**config.mk**
```make
export PLATFORM = sky130hd
export DESIGN_NAME = wordle_guess_scorer
export DESIGN_NICKNAME = d
export VERILOG_FILES = /design/src/rtl/wordle_pkg.sv /design/src/rtl/wordle_letter_match.sv /design/src/rtl/wordle_guess_scorer.sv
export SDC_FILE = /design/constraint.sdc
export NUM_CORES = 1
export LEC_CHECK = 0
export BUFFER_PORTS_ARGS = -buffer_cell sky130_fd_sc_hd__buf_4
export CAP_MARGIN = 20
export CORE_MARGIN = 2
export CORE_UTILIZATION = 55
export DETAILED_ROUTE_END_ITERATION = 8
export PLACE_DENSITY = 0.75
export SLEW_MARGIN = 15
export SYNTH_ARGS = -nofsm -noshare
export SYNTH_HDL_FRONTEND = slang
export SYNTH_SLANG_ARGS = --single-unit
```
**constraint.sdc**
```tcl
create_clock -name board_clk -period 4.4 [get_ports board_clk]
set_input_delay 0.66 -clock board_clk [delete_from_list [all_inputs] [get_ports board_clk]]
set_output_delay 0.66 -clock board_clk [all_outputs]
set_load 0.005 [all_outputs]
```
**src/rtl/wordle_pkg.sv**
```systemverilog
// wordle_pkg: shared constants, score codes and scorer state encoding for the Wordle guess scorer.
package wordle_pkg;
    localparam int WORD_LEN = 5;
    localparam int LETTER_W = 8;

    localparam logic [1:0] SC_BLANK  = 2'b00;
    localparam logic [1:0] SC_GRAY   = 2'b01;
    localparam logic [1:0] SC_YELLOW = 2'b10;
    localparam logic [1:0] SC_GREEN  = 2'b11;

    localparam logic [7:0] CH_A = 8'h41;
    localparam logic [7:0] CH_Z = 8'h5A;

    typedef enum logic [1:0] {
        ST_IDLE,
        ST_GREEN,
        ST_YELLOW,
        ST_DONE
    } state_e;

    function automatic logic is_letter(input logic [7:0] c);
        return c >= CH_A && c <= CH_Z;
    endfunction
endpackage

```
**src/rtl/wordle_letter_match.sv**
```systemverilog
// wordle_letter_match: finds the lowest unused answer position holding the given letter (one-hot j).
module wordle_letter_match #(
    parameter int WORD_LEN = wordle_pkg::WORD_LEN,
    parameter int LETTER_W = wordle_pkg::LETTER_W
) (
    input  logic [LETTER_W-1:0]          letter,
    input  logic [WORD_LEN*LETTER_W-1:0] answer,
    input  logic [WORD_LEN-1:0]          used,
    output logic                         found,
    output logic [WORD_LEN-1:0]          j
);
    // Scan from the rightmost letter down so the last hit taken is the lowest index.
    always_comb begin
        found = 1'b0;
        j     = '0;
        for (int k = WORD_LEN - 1; k >= 0; k--) begin
            if (!used[k] && answer[(WORD_LEN-1-k)*LETTER_W +: LETTER_W] == letter) begin
                found = 1'b1;
                j     = '0;
                j[k]  = 1'b1;
            end
        end
    end
endmodule

```
**src/rtl/wordle_guess_scorer.sv**
```systemverilog
// wordle_guess_scorer: sequential Wordle scorer (green pass then yellow pass) with registered score/win/invalid.
// Define WORDLE_HARD_MODE_EN to add the hard_viol output and the previous-guess history.
module wordle_guess_scorer #(
    parameter int WORD_LEN = wordle_pkg::WORD_LEN,
    parameter int LETTER_W = wordle_pkg::LETTER_W
) (
    input  logic                         board_clk,
    input  logic                         reset,
    input  logic                         start,
    input  logic                         new_game,
    input  logic [WORD_LEN*LETTER_W-1:0] guess,
    input  logic [WORD_LEN*LETTER_W-1:0] answer,
    output logic                         busy,
    output logic                         done,
    output logic [2*WORD_LEN-1:0]        score,
    output logic                         win,
    output logic                         invalid
`ifdef WORDLE_HARD_MODE_EN
    ,
    output logic                         hard_viol
`endif
);
    import wordle_pkg::*;

    typedef logic [WORD_LEN-1:0][LETTER_W-1:0] word_t;
    typedef logic [WORD_LEN-1:0][1:0]          score_t;

    localparam logic [2:0] LAST = 3'(WORD_LEN - 1);

    state_e                state_q, state_d;
    word_t                 g_q, g_d, a_q, a_d, guess_w;
    score_t                sc_q, sc_d;
    logic [WORD_LEN-1:0]   used_q, used_d, hit_j;
    logic [2:0]            idx_q, idx_d, pos;
    logic                  inv_q, inv_d;
    logic                  done_q, done_d, win_q, win_d, invalid_q, invalid_d;
    logic [2*WORD_LEN-1:0] score_q, score_d;
    logic                  guess_bad, found, last, commit;

    // Packed arrays put letter 0 at the top index, so letter idx lives at pos.
    assign guess_w = guess;
    assign pos     = LAST - idx_q;
    assign last    = idx_q == LAST;
    assign commit  = (state_q == ST_YELLOW && last) || (state_q == ST_DONE && inv_q);

    always_comb begin
        guess_bad = 1'b0;
        for (int k = 0; k < WORD_LEN; k++) guess_bad |= !is_letter(guess_w[k]);
    end

    wordle_letter_match #(
        .WORD_LEN(WORD_LEN),
        .LETTER_W(LETTER_W)
    ) u_match (
        .letter(g_q[pos]),
        .answer(a_q),
        .used  (used_q),
        .found (found),
        .j     (hit_j)
    );

`ifdef WORDLE_HARD_MODE_EN
    word_t               hg_q, hg_d;
    score_t              hs_q, hs_d;
    logic                hv_q, hv_d;
    logic [WORD_LEN-1:0] viol;

    always_comb begin
        viol = '0;
        for (int k = 0; k < WORD_LEN; k++) viol[k] = hs_q[k] == SC_GREEN && hg_q[k] != g_q[k];
    end
`endif

    always_comb begin
        state_d = state_q;
        g_d     = g_q;
        a_d     = a_q;
        sc_d    = sc_q;
        used_d  = used_q;
        idx_d   = idx_q;
        inv_d   = inv_q;
        case (state_q)
            ST_IDLE: begin
                if (start) begin
                    g_d     = guess;
                    a_d     = answer;
                    sc_d    = {WORD_LEN{SC_BLANK}};
                    used_d  = '0;
                    idx_d   = '0;
                    inv_d   = guess_bad;
                    state_d = guess_bad ? ST_DONE : ST_GREEN;
                end
            end
            ST_GREEN: begin
                if (g_q[pos] == a_q[pos]) begin
                    sc_d[pos]     = SC_GREEN;
                    used_d[idx_q] = 1'b1;
                end
                idx_d   = last ? 3'd0 : idx_q + 3'd1;
                state_d = last ? ST_YELLOW : ST_GREEN;
            end
            ST_YELLOW: begin
                if (sc_q[pos] != SC_GREEN) begin
                    sc_d[pos] = found ? SC_YELLOW : SC_GRAY;
                    used_d    = used_q | hit_j;
                end
                idx_d   = last ? 3'd0 : idx_q + 3'd1;
                state_d = last ? ST_DONE : ST_YELLOW;
            end
            default: state_d = ST_IDLE;
        endcase
        done_d    = commit;
        score_d   = commit ? sc_d : score_q;
        win_d     = commit ? &sc_d : win_q;
        invalid_d = commit ? inv_q : invalid_q;
`ifdef WORDLE_HARD_MODE_EN
        hv_d = commit ? !inv_q && |viol : hv_q;
        hg_d = commit && !inv_q ? g_q : hg_q;
        hs_d = commit && !inv_q ? sc_d : hs_q;
`endif
        if (new_game) begin
            state_d   = ST_IDLE;
            done_d    = 1'b0;
            score_d   = '0;
            win_d     = 1'b0;
            invalid_d = 1'b0;
`ifdef WORDLE_HARD_MODE_EN
            hv_d = 1'b0;
            hg_d = '0;
            hs_d = '0;
`endif
        end
    end

    always_ff @(posedge board_clk or posedge reset) begin
        if (reset) begin
            state_q   <= ST_IDLE;
            g_q       <= '0;
            a_q       <= '0;
            sc_q      <= '0;
            used_q    <= '0;
            idx_q     <= '0;
            inv_q     <= 1'b0;
            done_q    <= 1'b0;
            score_q   <= '0;
            win_q     <= 1'b0;
            invalid_q <= 1'b0;
        end else begin
            state_q   <= state_d;
            g_q       <= g_d;
            a_q       <= a_d;
            sc_q      <= sc_d;
            used_q    <= used_d;
            idx_q     <= idx_d;
            inv_q     <= inv_d;
            done_q    <= done_d;
            score_q   <= score_d;
            win_q     <= win_d;
            invalid_q <= invalid_d;
        end
    end

`ifdef WORDLE_HARD_MODE_EN
    always_ff @(posedge board_clk or posedge reset) begin
        if (reset) begin
            hg_q <= '0;
            hs_q <= '0;
            hv_q <= 1'b0;
        end else begin
            hg_q <= hg_d;
            hs_q <= hs_d;
            hv_q <= hv_d;
        end
    end

    assign hard_viol = hv_q;
`endif

    assign busy    = state_q == ST_GREEN || state_q == ST_YELLOW;
    assign done    = done_q;
    assign score   = score_q;
    assign win     = win_q;
    assign invalid = invalid_q;
endmodule

```
; ---- Word-level counts from Yosys, hierarchy flattened
; Cells that the tools add are included.
[totals]
elab_cells = 142
inputBits = 84
mem_bits_rw = 0
mem_bits_ro = 0
register_bits = 114
latchBits = 0
output_inout_bits = 14
n_memories = 0
[classes]
n_div = 0
order_cmp = 14
n_eq_ne = 15
n_shift = 0
n_bitwise = 7
n_reduce_logical = 35
n_mux = 46
addsub = 2
multipliers = 0
[op_table]
columns = op, n
row1 = $mux W10, 5
row2 = $bmux W8 S3, 2
row3 = $eq A8 B8 Y1, 6
row4 = $ge A8 B7 Y1 const B, 5
row5 = $le A8 B7 Y1 const B, 5
row6 = $mux W5, 8
row7 = $pmux W10 S3, 1
row8 = $mux W8, 2
row9 = $pmux W5 S3, 1
row10 = $logic_and A1 B1 Y1, 14
row11 = $mux W2, 7
row12 = $mux W1, 12
row13 = $bwmux W10, 1
row14 = $logic_not A1 Y1, 10
row15 = $or A10 B10 Y10, 1
row16 = $or A5 B5 Y5, 2
row17 = $reduce_and A10 Y1, 1
row18 = $lt A3 B4 Y1 const B, 2
row19 = $ne A2 B2 Y1 const B, 4
row20 = $bmux W2 S3, 1
row21 = $demux W2 S3, 1
row22 = $ge A3 B1 Y1 const B, 2
row23 = $mux W3, 2
row24 = $pmux W2 S3, 1
row25 = other kinds (16), 23

; ---- Logic depth before layout (Yosys ltp)
; Gate-level depths: netlist of run 1.
[depth]
word_depth = 17
mapped_depth = 18
depth_no_buf = 14

; ---- By module
; A second synthesis of run 1 with hierarchy kept.
[hier_totals]
cells_unflattened = 650
area_unflattened_um2 = 6934.2
[modules_own_cells]
columns = mod, seq_area_each_um2, instances, area_per_inst_um2, cells_each
row1 = wordle_guess_scorer, 2852.7, 1, 6353.6, 580
row2 = wordle_letter_match, 0.0, 1, 580.6, 70

; ---- Least setup slack after synthesis of run 1
; Ideal clock, no wire load.
[synth_timing]
path_kind = reg2reg
from = register idx_q[0]
to = register win_q, in the netlist win
t_required_ns = 4.334
setup_slack_ns = 0.683
period_less_slack_ns = 3.717
setup_time_ns = 0.066
arrival_ns = 3.652
stages_incl_launch_ff = 17
path_cell_list = dfrtp_1 -> buf_4 -> inv_2 -> ha_1 -> ha_1 -> buf_2 -> nor2b_1 -> clkbuf_1 -> a22o_1 -> a21oi_2 -> xnor2_1 -> nand4_1 -> nor4b_4 -> a22oi_2 -> or2_1 -> a2111oi_2 -> a31o_1
[synth_via]
elab_chain_cells = 17
word_cells_on_any_way = 42
[synth_rtl]
columns = element, line_no
row1 = "start, declared", wordle_guess_scorer.sv:34  ; logic [2:0] idx_q, idx_d, pos;
row2 = "start signal, assigned", wordle_guess_scorer.sv:154  ; idx_q <= idx_d;
row3 = $sub A3 B3 Y3, wordle_guess_scorer.sv:42  ; assign pos = LAST - idx_q;
row4 = $bmux W8 S3, "wordle_guess_scorer.sv:55, wordle_guess_scorer.sv:95"
row5 = $mux W8 (implied by the code), "wordle_guess_scorer.sv:55, wordle_guess_scorer.sv:95"
row6 = $eq A8 B8 Y1, wordle_letter_match.sv:17  ; if (!used[k] && answer[(WORD_LEN-1-k)*LETTER_W +: LETTER_W] == letter) begin
row7 = $logic_and A1 B1 Y1, wordle_letter_match.sv:17
row8 = $mux W1 (5 in a row), wordle_letter_match.sv:17
row9 = $mux W2, wordle_guess_scorer.sv:104  ; sc_d[pos] = found ? SC_YELLOW : SC_GRAY;
row10 = $bwmux W10, wordle_guess_scorer.sv:104
row11 = $mux W10, wordle_guess_scorer.sv:103  ; if (sc_q[pos] != SC_GREEN) begin
row12 = $pmux W10 S3, wordle_guess_scorer.sv:82  ; case (state_q)
row13 = $reduce_and A10 Y1, wordle_guess_scorer.sv:114  ; win_d = commit ? &sc_d : win_q;
row14 = $mux W1, wordle_guess_scorer.sv:114
row15 = $mux W1, wordle_guess_scorer.sv:121  ; if (new_game) begin
row16 = "end signal, assigned", wordle_guess_scorer.sv:158  ; win_q <= win_d;
row17 = "end, declared", wordle_guess_scorer.sv:36  ; logic done_q, done_d, win_q, win_d, invalid_q, invalid_d;
; Parallel ways exist; a longest one is shown, timed or not. The select of a mux whose other input is x is not followed.
; A chain may end at the register's enable or synchronous reset.

; ---- Worst setup path after layout of run 1
[layout_timing]
from = register idx_q[1]
to = register win_q, in the netlist win
; Same word-level chain as after synthesis.

==> flow_metrics.tcl, run 1 <==
set metrics [dict create \
    vias 4930 \
    core_area_sq_um 11400 \
    async_flop_share_pct 100 \
    r2r_slack_ps 350 \
    pin_count 98 \
    viasPerCell 5.87 \
    endpoint_kind "flop" \
    crit-reg2reg-launch "idx_q[1]" \
    drive_gt1_share_pct 37.3 \
    synth-compound-area-share_pct 12.6 \
    regArea_sq_um 2850 \
    grt_max_degree 86 \
    maxCapViolations 0 \
    setup.worst_path.start_class "flop" \
    grt_overflow_total 0 \
    netlist_area_sq_um 6460 \
    r2r_end "win" \
    drv_slew 0 \
    hold_viol 0 \
    num_rows 39 \
    antenna_found_initial 0 \
    tightestPinTransition_ps 1060 \
    finalSetupTns_ps 0 \
    yosys_warnings 0 \
    cts_sinks 114 \
    final_cell_mix "114 x dfrtp_1, 113 x buf_4, 84 x mux2_2" \
    synth_top_family_by_area "multiplexers" \
    yosysUniqueCellTypes 65 \
    drt_iter0_drc 297 \
    ys_seq_area_share_pct 44.2 \
    io_buffers 97 \
    nNetsFinal 776 \
    required_ps 4750 \
    grt_pass1_wl_um 26500 \
    synthToLayoutAreaGrowth_pct 23.0 \
    synthFlopType "dfrtp_1" \
    yosys.area_share.adder_pct 1.55 \
    fin_crit_sh_pct 92.0 \
    die_x_um 112 \
    die_h_um 112 \
    grt.total_usage_pct 26.9 \
    post-cts-setup-buffers 0 \
    min_period_ps 4050 \
    hp-class "in2async" \
    relSlewSlack_pct 29.4 \
    synthSimpleGateAreaFrac_pct 13.1 \
    clkSlewWorstSetupHoldPaths_ps 60 \
    nFillCells 851 \
    synth_xor_area_share_pct 5.69 \
    irDropWorstVdd_mv 0.770 \
    outcome "completed" \
    arrival_ps 4400 \
    htree_num_levels 4 \
    grt_pass1_vias 5025 \
    clockRootBuffer "clkbuf_16" \
    drcViolationCount 0 \
    total_power_mw 6.55 \
    rsz0062_at_grt "no" \
    synth_edf_count 0 \
    max_freq_mhz 247 \
    syn-instance-count 580 \
    ys_top_cells_by_area "dfrtp_1 44%, mux2_2 15%, mux2i_1 4.5%, xnor2_1 3.8%, nor2_1 2.4%" \
    clk_path_buf_depth 2 \
    drt_wl_total_um 16100 \
    drtPass1Iterations 5 \
    clkLatencyLatePin_ps 420 \
    cts_tree "built" \
    muxShareOfSynthArea_pct 19.9 \
    crit_fanout 9 \
    initial_core_util_pct 56.6 \
    synth_area_leader_cell "dfrtp_1" \
    multiInputGateArea_sq_um 3440 \
    antenna_left 0 \
    total_leakage_power_nw 3.43 \
    synth_top_area_share_pct 44.2 \
    layout_commonest_cell "dfrtp_1" \
    setup_viol 0 \
    synth_nets 672 \
    place_ws_ps 344 \
    ctsHoldBuffers 0 \
    globalplace.congestion 0.940 \
    cts-buffers-inserted 17 \
    die_area_sq_um 12600 \
    wl_per_cell_um 19.1 \
    ys_ff_latch 114 \
    antennaDiodeCount 0 \
    rr_worst_depth 13 \
    syn_avg_cell_area_sq_um 11.1 \
    clock_skew_ps 7.06 \
    hpwl_um 11800 \
    worstSetupPathType "reg2reg" \
    p_per_area_nw_per_um2 825 \
    final.setup.worst_slack_ps 352 \
]
-- flip-flops by register name (all words and copies together), names as in the netlist --
register	count
a_q	40
g_q	40
sc_q	10
score	10
used_q	5
idx_q	3
state_q	2
done	1
inv_q	1
invalid	1
win	1
-- routing by layer --
layer  global-route usage [%]  vias to the layer above  share of wire (%)
met5                        0                        -                  0
met4                     6.34                        0               0.93
met3                     7.18                       11                5.1
met2                     43.0                      144                 49
met1                     37.0                     2453                 45
li1                         -                     2322                  -
-- per-stage QoR --
stage	cell area (sq um)	hold WS (ps)	std cells	util (%)
final	7950	269	840	69.6
after global routing	7950	291	840	69.6
after CTS	7910	454	839	69.2
after detailed placement	7350	489	807	64.4
after global placement	7350	472	807	64.4
after floorplan	6460	456	580	-
-- cells in the mapped netlist (7+ instances only) --
cell type / n
dfrtp_1: 114
mux2_2: 84
nor2_1: 42
nand2_1: 38
mux2i_1: 29
xnor2_1: 28
a21oi_1: 24
o21ai_0: 24
clkbuf_1: 16
nor3_1: 14
xor2_1: 14
inv_1: 10
ha_1: 8
nand2b_1: 8
nand4_1: 7
o22ai_1: 7
o2bb2ai_1: 7
-- timing repair --
item | CTS | global route
endpoints found under the setup margin | 0 | 1
resized for setup | 0 | 2
endpoints found under the hold margin | 0 | 0
-- logic make-up (layout without fill, tap and decap cells) --
| kind of cell | after synthesis | in the layout |
|---|---|---|
| AO/OA/AOI/OAI | 106 | 106 |
| XOR/XNOR | 42 | 42 |
| adder cells (fa/ha/maj) | 8 | 8 |
| buffers and inverters | 40 | 157 |
| flip-flops | 114 | 114 |
| multiplexers | 116 | 116 |
| AND/OR/NAND/NOR | 154 | 154 |
-- worst max-delay path, stage by stage, from the launching register on --
cell       delay (ps)
dfrtp_1           400
inv_1              80
ha_2              180
ha_1              380
nor3b_2           200
buf_4             200
a221oi_4          570
xnor2_1           220
nand4_1           250
nor4b_4           520
a22oi_2           180
or2_1             270
a2111oi_2         360
a31o_1            180
-- power breakdown --
part	switching [mW]	total [mW]	internal [mW]
sequential	0.370	1.83	1.46
combinational	1.84	3.45	1.60
clock	0.515	1.27	0.755
total	2.73	6.55	3.82
-- worst max-delay path by stage --
stage / endpoint / startpoint / cells past startpoint
6_report: win / idx_q[1] / 13
5_1_grt: win / idx_q[1] / 15
4_1_cts: win / idx_q[1] / 14
3_5_place_dp: win / idx_q[1] / 14
3_3_place_gp: win / idx_q[1] / 15
2_1_floorplan: win / idx_q[0] / 16
-- layout make-up --
class	instances	share of cell area, %
multi-input combinational	426	43.3
clock buffer	19	5.70
inverter	11	0.551
clock inverter	13	1.29
sequential	114	35.9
tap	143	2.25
timing repair buffer	114	11.0
(Power assumes the default switching activity.)
==> run 2, diff against run 1 <==
- CORE_UTILIZATION: 55 -> 52
- clock period: 4.4 -> 3.7 ns (I/O delays scaled with it)
==> flow_metrics.tcl, run 2 (synthesis results as in run 1) <==
set metrics [dict create \
    drtPass1Iterations 4 \
    initial_core_util_pct 53.6 \
    crit_fanout 9 \
    layout_commonest_cell "buf_4" \
    fin_cells 892 \
    drcViolationCount 0 \
    hold_slack_ps 268 \
    maxCapViolations 0 \
    nFillCells 852 \
    hold_viol 0 \
    setup_viol 0 \
    stdcell_area_sq_um 8350 \
    grt_max_degree 82 \
    tightestPinTransition_ps 1050 \
    cts-buffers-inserted 17 \
    place_ws_ps -16.6 \
    antenna_left 0 \
    grt.total_usage_pct 26.3 \
    core_area_sq_um 12100 \
    worstSetupPathType "reg2reg" \
    crit_path_top_delay_cell "nor4b_4" \
    drt_wl_total_um 16500 \
    die_x_um 115 \
    pin_count 98 \
    io_buffers 97 \
    hpwl_um 12000 \
    crit_chain "inv_1, ha_4, ha_4, nor3b_4, buf_6, a221oi_4, buf_6, xnor2_1, nor4_1, nor4b_4, nor4b_4, a21oi_2, a32o_2, and4_1, a31o_1" \
    nNetsFinal 805 \
    min_period_ps 3520 \
    final.setup.worst_slack_ps 181 \
    hp-class "in2async" \
    ctsHoldBuffers 0 \
    viasPerCell 5.74 \
    antenna_found_initial 0 \
    place_area_sq_um 7570 \
    drive_gt1_share_pct 41.3 \
    drt_iter0_drc 335 \
    clock_skew_ps 10.4 \
    wl_per_cell_um 18.5 \
    placed_cells 853 \
    grt_pass1_wl_um 26700 \
    htree_num_levels 4 \
    clk_path_buf_depth 2 \
    vias 5117 \
    die_area_sq_um 13300 \
    die_h_um 115 \
    slowest_delay_ps 450 \
    finalSetupTns_ps 0 \
    endpoint_kind "flop" \
    utilization_pct 69.2 \
    max_freq_mhz 284 \
    setup.worst_path.start_class "flop" \
    reg.largest.list "a_q (40), g_q (40)" \
    crit_buf_inv 3 \
    irDropWorstVdd_mv 0.518 \
    relSlewSlack_pct 30.1 \
    cp_top_family "simple AND/OR/NAND/NOR gates" \
    p_per_area_nw_per_um2 1020 \
    total_leakage_power_nw 3.64 \
    final_cell_mix "135 x buf_4, 114 x dfrtp_1, 84 x mux2_2" \
    cts_sinks 114 \
    drv_slew 0 \
    arrival_ps 3830 \
    clkLatencyLatePin_ps 430 \
    grt_pass1_vias 5205 \
    globalplace.congestion 0.937 \
    fin_crit_sh_pct 95.1 \
    synthToLayoutAreaGrowth_pct 29.2 \
    required_ps 4010 \
    clkSlewWorstSetupHoldPaths_ps 60 \
    outcome "completed" \
    antennaDiodeCount 0 \
    clockRootBuffer "clkbuf_16" \
    total_power_mw 8.47 \
    num_rows 40 \
    cts_tree "built" \
    grt_overflow_total 0 \
]
## run 2: final cells by class
| class | instances | area (sq um) | area share, % |
|---|---|---|---|
| inverter | 11 | 43.8 | 0.525 |
| sequential | 114 | 2850 | 34.2 |
| tap | 168 | 210 | 2.52 |
| timing repair buffer | 143 | 1120 | 13.4 |
| clock buffer | 20 | 447 | 5.35 |
| multi-input combinational | 426 | 3560 | 42.6 |
| clock inverter | 10 | 113 | 1.35 |
## run 2: final timing paths
| path | to | startpoint | slack, ps | cells after the start |
|---|---|---|---|---|
| setup / recovery | win | idx_q[1] | 180 | 15 |
| hold / removal | state_q[0] | reset | 270 | 2 |
| setup reg to reg | win | idx_q[1] | 180 | 15 |
| hold reg to reg | g_q[11] | g_q[11] | 510 | 1 |
| max in group asynchronous | g_q[22] | reset | 2690 | 3 |
| min in group board_clk | a_q[6] | answer[6] | 360 | 2 |
## run 2: report_power, final
part	leakage [nW]	internal [mW]	total, mW	switching, mW
clock	0.271	0.994	1.56	0.563
sequential	1.39	1.74	2.20	0.464
combinational	1.97	2.36	4.71	2.35
## run 2: per-layer routing
| layer | GRT usage (%) | wire length (um) | up-vias |
|---|---|---|---|
| met5 | 0 | 0 | - |
| met1 | 33.2 | 7060 | 2527 |
| li1 | - | - | 2374 |
| met3 | 8.00 | 1010 | 34 |
| met4 | 10.4 | 355 | 0 |
| met2 | 42.5 | 8110 | 182 |
## run 2: what timing repair did
action,CTS,global route
pin swaps,2,9
gates resized for setup,4,25
setup buffers,1,8
endpoints found under the setup margin,4,15
==> run 3, diff against run 2 <==
- CORE_MARGIN: 2 -> 1.5
- GPL_TIMING_DRIVEN: default -> 0
==> flow_metrics.tcl, run 3 (synthesis results as in run 1) <==
set metrics [dict create \
    antenna_left 0 \
    setup_viol 2 \
    io_buffers 97 \
    die_h_um 114 \
    p_per_area_nw_per_um2 1080 \
    r2r_slack_ps -80 \
    total_power_mw 9.53 \
    antennaDiodeCount 0 \
    drtPass1Iterations 8 \
    setup.worst_path.start_class "flop" \
    cts_sinks 114 \
    place_area_sq_um 7440 \
    endpoint_kind "flop" \
    clk_path_buf_depth 2 \
    max_freq_mhz 265 \
    num_rows 40 \
    crit_fanout 10 \
    final_cell_mix "130 x buf_4, 114 x dfrtp_1, 84 x mux2_2" \
    nFillCells 809 \
    worstSetupPathType "reg2reg" \
    drive_gt1_share_pct 43.7 \
    globalplace.congestion 0.914 \
    crit-reg2reg-launch "idx_q[0]" \
    total_leakage_power_nw 3.77 \
    min_period_ps 3780 \
    clkSlewWorstSetupHoldPaths_ps 50 \
    drt_iter0_drc 419 \
    utilization_pct 72.8 \
    wl_per_cell_um 20.4 \
    reg.largest.list "a_q (40), g_q (40)" \
    grt.total_usage_pct 29.0 \
    clkLatencyLatePin_ps 430 \
    antenna_found_initial 0 \
    stdcell_area_sq_um 8780 \
    synthToLayoutAreaGrowth_pct 35.9 \
    clock_skew_ps 11.1 \
    vias 5524 \
    clockRootBuffer "clkbuf_16" \
    drv_slew 0 \
    grt_pass1_wl_um 28700 \
    irDropWorstVdd_mv 0.540 \
    drcViolationCount 0 \
    r2r_end "win" \
    htree_num_levels 4 \
    rr_worst_depth 16 \
    die_area_sq_um 13100 \
    ctsHoldBuffers 0 \
    fin_crit_sh_pct 102 \
    pin_count 98 \
    relSlewSlack_pct 49.9 \
    core_area_sq_um 12100 \
    violations "setup timing" \
    maxCapViolations 0 \
    grt_max_degree 61 \
    grt_overflow_total 0 \
    tightestPinTransition_ps 752 \
    final.setup.worst_slack_ps -77.1 \
    cts-buffers-inserted 17 \
    hold_viol 0 \
    initial_core_util_pct 53.6 \
    cts_tree "built" \
    outcome "complete, but fails checks" \
    hp-class "in2async" \
    nNetsFinal 830 \
    rsz0062_at_grt "yes" \
    die_x_um 114 \
    layout_commonest_cell "buf_4" \
    grt_pass1_vias 5583 \
    hpwl_um 12500 \
    arrival_ps 4090 \
    required_ps 4010 \
    drt_wl_total_um 18700 \
    viasPerCell 6.01 \
]
-- run 3: metrics by stage --
| step | std cells | worst slack, ps | setup TNS, ps | hold slack (ps) |
|---|---|---|---|---|
| finish | 919 | -77.1 | -128 | 175 |
| floorplan | 580 | 2.17 | 0 | 456 |
| detailed placement | 846 | -861 | -12790 | 489 |
| global route | 919 | -169 | -1030 | 217 |
| CTS | 903 | 36.2 | 0 | 193 |
| global placement | 845 | -1090 | -134720 | 484 |
-- run 3: power by group --
group	internal (mW)	switching (mW)	total, mW	leakage [nW]
Clock	1.06	0.598	1.65	0.279
Sequential	1.74	0.479	2.22	1.39
Combinational	2.81	2.85	5.65	2.10
-- run 3: worst max path at each step --
stage                         from  endpoint  cells past startpoint
final                     idx_q[0]       win                     16
after global placement       reset    g_q[9]                      2
after floorplan           idx_q[0]       win                     15
after detailed placement  idx_q[0]       win                     16
after global routing      idx_q[0]       win                     15
after CTS                 idx_q[0]       win                     17
-- run 3: layout make-up --
cell class	count	area [sq um]	share of cell area, %
clock inverter	13	161	1.84
sequential	114	2850	32.5
inverter	11	58.8	0.670
multi-input combinational	426	3720	42.3
timing repair buffer	140	1130	12.9
clock buffer	19	433	4.93
buffer	28	214	2.44
tap	168	210	2.39
-- run 3: timing repair --
item / in CTS / in global routing
pin swaps: 20 / 26
setup endpoints to repair: 26 / 16
cloned: 0 / 1
setup buffers: 26 / 15
resized for setup: 56 / 33
-- run 3: metal layers --
| layer | wire length, um | GRT usage [%] |
|---|---|---|
| met2 | 9170 | 47.4 |
| met3 | 1210 | 6.93 |
| met5 | 0 | 0 |
| met4 | 674 | 12.8 |
| met1 | 7680 | 36.6 |
-- run 3: critical path, stage by stage, from the launching register on --
cell and delay (ps):
dfrtp_1 380, buf_6 140, clkinv_8 60, ha_4 150, ha_4 290, clkbuf_2 210
nand2b_4 220, buf_6 170, nor3_1 70, a211oi_1 300, o211ai_1 190, or4_4 540
nor4b_4 180, a21oi_2 210, a2bb2oi_2 250, a2111oi_4 70, a31o_1 210
